[src/rtl/p2p_req_resp_link.sv]
// p2p_req_resp_link: buffers sender requests in a small FIFO, issues them
// one at a time onto the point-to-point link, waits for the responder's
// reply (or a timeout) and hands the result back over a valid/ready port.
module p2p_req_resp_link #(
    parameter int MSG_W      = 4,
    parameter int FIFO_DEPTH = 4,
    parameter int TIMEOUT    = 8
) (
    input  logic                            clk,
    input  logic                            rst_n,
    input  logic                            req_valid,
    input  logic [MSG_W-1:0]                req_data,
    output logic                            req_ready,
    output logic                            link_out_valid,
    output logic [MSG_W-1:0]                link_out_data,
    input  logic                            link_in_valid,
    input  logic [MSG_W-1:0]                link_in_data,
    output logic                            rsp_valid,
    output logic [MSG_W-1:0]                rsp_data,
    output logic                            rsp_timeout,
    input  logic                            rsp_ready,
    output logic [$clog2(FIFO_DEPTH):0]     fifo_count,
    output logic                            stray_rsp
);
    localparam int PW = $clog2(FIFO_DEPTH);
    localparam int CW = PW + 1;
    localparam int TW = $clog2(TIMEOUT + 1);

    typedef enum logic [1:0] {IDLE, WAIT, RESP} state_t;

    state_t           state;
    logic [MSG_W-1:0] mem [FIFO_DEPTH];
    logic [PW-1:0]    wr_ptr, rd_ptr;
    logic [CW-1:0]    count;
    logic [TW-1:0]    timer;
    logic             push, pop;

    // No bypass: a full FIFO refuses even on the edge it pops.
    assign req_ready  = (count != CW'(FIFO_DEPTH));
    assign push       = req_valid && req_ready;
    assign pop        = (state == IDLE) && (count != '0);
    assign fifo_count = count;

    // Storage array; contents need no reset since the pointers gate reads.
    always_ff @(posedge clk) begin
        if (push) mem[wr_ptr] <= req_data;
    end

    // FIFO pointers and occupancy; pointers wrap naturally at power-of-two depth.
    always_ff @(posedge clk or negedge rst_n) begin
        if (!rst_n) begin
            wr_ptr <= '0;
            rd_ptr <= '0;
            count  <= '0;
        end else begin
            if (push) wr_ptr <= wr_ptr + PW'(1);
            if (pop)  rd_ptr <= rd_ptr + PW'(1);
            case ({push, pop})
                2'b10:   count <= count + CW'(1);
                2'b01:   count <= count - CW'(1);
                default: count <= count;
            endcase
        end
    end

    // Transaction FSM: issue head request, wait for reply/timeout, hold response.
    always_ff @(posedge clk or negedge rst_n) begin
        if (!rst_n) begin
            state          <= IDLE;
            timer          <= '0;
            link_out_valid <= 1'b0;
            link_out_data  <= '0;
            rsp_valid      <= 1'b0;
            rsp_data       <= '0;
            rsp_timeout    <= 1'b0;
            stray_rsp      <= 1'b0;
        end else begin
            case (state)
                IDLE: begin
                    if (link_in_valid) stray_rsp <= 1'b1;
                    if (pop) begin
                        link_out_data  <= mem[rd_ptr];
                        link_out_valid <= 1'b1;
                        timer          <= '0;
                        state          <= WAIT;
                    end
                end
                WAIT: begin
                    link_out_valid <= 1'b0;
                    // A reply on the final timer cycle still counts as a reply.
                    if (link_in_valid) begin
                        rsp_data    <= link_in_data;
                        rsp_timeout <= 1'b0;
                        rsp_valid   <= 1'b1;
                        state       <= RESP;
                    end else if (timer == TW'(TIMEOUT - 1)) begin
                        rsp_data    <= '0;
                        rsp_timeout <= 1'b1;
                        rsp_valid   <= 1'b1;
                        state       <= RESP;
                    end else begin
                        timer <= timer + TW'(1);
                    end
                end
                RESP: begin
                    if (link_in_valid) stray_rsp <= 1'b1;
                    if (rsp_ready) begin
                        rsp_valid   <= 1'b0;
                        rsp_timeout <= 1'b0;
                        state       <= IDLE;
                    end
                end
                default: state <= IDLE;
            endcase
        end
    end
endmodule
[config.mk]
export PLATFORM = sky130hd
export DESIGN_NAME = p2p_req_resp_link
export DESIGN_NICKNAME = d
export VERILOG_FILES = /design/src/rtl/p2p_req_resp_link.sv
export SDC_FILE = /design/constraint.sdc
export NUM_CORES = 1
export LEC_CHECK = 0
export ABC_AREA = 0
export BUFFER_PORTS_ARGS = -buffer_cell sky130_fd_sc_hd__buf_2
export CAP_MARGIN = 20
export CORE_MARGIN = 8
export CORE_UTILIZATION = 59
export DETAILED_ROUTE_END_ITERATION = 6
export GPL_ROUTABILITY_DRIVEN = 0
export PLACE_DENSITY = 0.83
export SYNTH_ARGS = -nofsm -noshare
export SYNTH_HDL_FRONTEND = slang
export SYNTH_SLANG_ARGS = --single-unit
export TNS_END_PERCENT = 50
[constraint.sdc]
create_clock -name clk -period 5.4 [get_ports clk]
set_input_delay 0.54 -clock clk [delete_from_list [all_inputs] [get_ports clk]]
set_output_delay 0.54 -clock clk [all_outputs]
set_load 0.03 [all_outputs]
==> impl_metrics.json <==
{
  "hold_buffers": 0,
  "num_rows": 20,
  "synthFlopType": "dfrtp_1",
  "netlist_area_sq_um": 1760,
  "initial_core_util_pct": 59.5,
  "vdd_drop_max_mv": 0.379,
  "synth_nets": 139,
  "max_cap_violations": 0,
  "post-route-min-period_ps": 2260,
  "worstPathMaxFanout": 7,
  "cts_resized": 0,
  "relSlewSlack_pct": 64.1,
  "rrSetupSlack_ps": 3140,
  "cellLeakagePower_nw": 0.906,
  "antennaDiodeCount": 0,
  "pre_cts_slack_ps": 3140,
  "cp-start-kind": "register",
  "place_area_sq_um": 1930,
  "cts_sinks": 41,
  "synth_top_area_cell": "dfrtp_1",
  "worst_slew_pin_slew_ps": 538,
  "grt_setup_unrepaired": "no",
  "grt_pass1_wl_microns": 5260,
  "layout_setup_ws_ps": 3140,
  "r2r_end": "fifo_count[2]",
  "worst-setup-path-type": "reg -> reg",
  "rr_worst_depth": 9,
  "worstHoldPathType": "in -> async",
  "drive_gt1_share_pct": 35.1,
  "grt_max_degree": 26,
  "yosysUniqueCellTypes": 39,
  "grt_usage_pct": 13.9,
  "first_pass_iters": 6,
  "syn_to_final_growth_pct": 15.6,
  "cp-end-kind": "register",
  "clockRootBuffer": "clkbuf_4",
  "numCtsBuffers": 5,
  "die_area_sq_um": 4980,
  "vias": 1063,
  "hold_viol_final": 0,
  "clk_path_buf_depth": 2,
  "fmax_mhz": 442,
  "drtIter0Drc": 47,
  "min_period_over_period_pct": 41.9,
  "vias_per_cell": 5.68,
  "synth_area_leaders": "dfrtp_1 36%, edfxtp_1 27%, mux4_2 5.1%, ha_1 4.3%, mux2_2 2.6%",
  "clkSlewWorstSetupHoldPaths_ps": 120,
  "synth_cells": 119,
  "critical_path.max_stage_delay_ps": 450,
  "synth_seq_cells": 41,
  "avgSynthCellArea_sq_um": 14.8,
  "yosysMostFrequentCell": "dfrtp_1",
  "post-cts-setup-buffers": 0,
  "arrival_ps": 2540,
  "r2r-start": "state[1]",
  "finalSetupViolations": 0,
  "yosys_warnings": 0,
  "route.detailed.drc": 0,
  "fin_nets": 173,
  "die_h_microns": 70.6,
  "finClkSkew_ps": 9.10,
  "routedWlPerCell_microns": 16.9,
  "crit_chain": "or2_2 > or2_4 > clkinv_4 > ha_1 > inv_1 > fa_1 > xor2_1 > nor2_1 > xor2_1",
  "tns_ps": 0,
  "cp_data_required_time_ps": 5680,
  "dpl.hpwl_microns": 2440,
  "p_total_mw": 1.27,
  "antenna_left": 0,
  "synthTopCellsByCount": "25 x dfrtp_1, 16 x edfxtp_1, 9 x inv_1",
  "grt_antenna_before_repair": 0,
  "totalWireLength_microns": 3170,
  "synth_seq_area_share_pct": 63.0,
  "status": "finished clean",
  "cts_tree": "yes",
  "p_per_area_nw_per_um2": 627,
  "yosysTopAreaCellShare_pct": 35.6,
  "slowest_stage": "dfrtp_1",
  "final_area_sq_um": 2030,
  "grt_pass1_vias": 1126,
  "worst_hold_slack_ps": 163,
  "drv_slew": 0,
  "die_x_microns": 70.6,
  "core_area_sq_um": 2950,
  "io_buffers": 28,
  "grt.overflow.total": 0,
  "synth-edff-count": 16,
  "pin_count": 29,
  "clk-insertion-delay-late_ps": 340,
  "async_flop_share_pct": 61.0,
  "htree_levels": 2,
  "path_common_cell": "xor2_1"
}
## per-layer routing
layer	routed length (microns)	global-route usage [%]	share of wire [%]	vias to the layer above
li1	-	-	-	495
met1	1310	15.1	41	528
met2	1560	22.3	49	36
met3	244	6.50	7.7	4
met4	47	6.93	1.5	0
met5	0	0	0	-
## how the worst max path moves through the flow
stage,from,cells past startpoint,end
floorplan,fifo_count[2],9,fifo_count[2]
global placement,state[1],9,fifo_count[2]
detailed placement,state[1],9,fifo_count[2]
CTS,state[1],9,fifo_count[2]
global route,state[0],9,fifo_count[2]
finish,state[1],9,fifo_count[2]
## flip-flops by register name, summed over array words and instances (netlist names)
| register | cells |
|---|---|
| fifo_count | 3 |
| link_out_data | 4 |
| link_out_valid | 1 |
| mem | 16 |
| rd_ptr | 2 |
| rsp_data | 4 |
| rsp_timeout | 1 |
| rsp_valid | 1 |
| state | 2 |
| stray_rsp | 1 |
| timer | 4 |
| wr_ptr | 2 |
## final cells by class
class / count / area [sq um]
well taps: 33 / 41.3
multi-input cells: 67 / 603
clock buffers: 6 / 62.6
repair buffers: 28 / 140
inverters: 10 / 42.5
clock inverters: 2 / 35.0
fillers: 220 / 922
flip-flops and latches: 41 / 1110
## cell families (layout without fill, tap and decap cells)
logic type | Yosys count | in the layout | share of synthesized area [%]
AO/OA/AOI/OAI | 12 | 12 | 4.63
multiplexers | 12 | 12 | 10.3
AND/OR/NAND/NOR | 30 | 30 | 11.0
flip-flops | 41 | 41 | 63.0
adder cells (fa/ha/maj) | 7 | 7 | 5.41
buffers and inverters | 11 | 46 | 2.71
XOR/XNOR | 6 | 6 | 2.99
## where the power goes
part / switching, mW / internal [mW] / leakage (nW)
Sequential: 0.0815 / 0.436 / 0.446
Combinational: 0.304 / 0.231 / 0.407
Clock: 0.0952 / 0.125 / 0.0534
## worst max-delay path, delay by kind of cell, from the launching register on
family / cells / cell delay (ps)
AND/OR/NAND/NOR: 3 / 730
adder cells (fa/ha/maj): 2 / 560
flip-flops: 1 / 450
XOR/XNOR: 2 / 300
buffers and inverters: 2 / 150
## metrics by stage
step / utilization, % / std cells
after detailed placement: 65.5 / 179
after global routing: 68.8 / 187
final: 68.8 / 187
after global placement: 65.5 / 179
after CTS: 68.8 / 187
after floorplan: - / 119
## cells in the final DEF, fill, tap and decap left out, drive strengths merged, types with 2 or more instances in the layout
master | netlist | final
nor3 | 2 | 2
mux2 | 5 | 5
ha | 6 | 6
xnor2 | 3 | 3
dfrtp | 25 | 25
nor3b | 2 | 2
and2 | 2 | 2
mux4 | 4 | 4
a22o | 4 | 4
clkbuf | 1 | 6
mux2i | 3 | 3
nand3b | 2 | 2
clkinv | 1 | 2
or2 | 2 | 2
nand2 | 6 | 6
edfxtp | 16 | 16
buf | 0 | 28
xor2 | 3 | 3
or3b | 2 | 2
and3 | 5 | 5
o21ai | 4 | 4
inv | 9 | 9
Power figures use the tool's default switching activity.
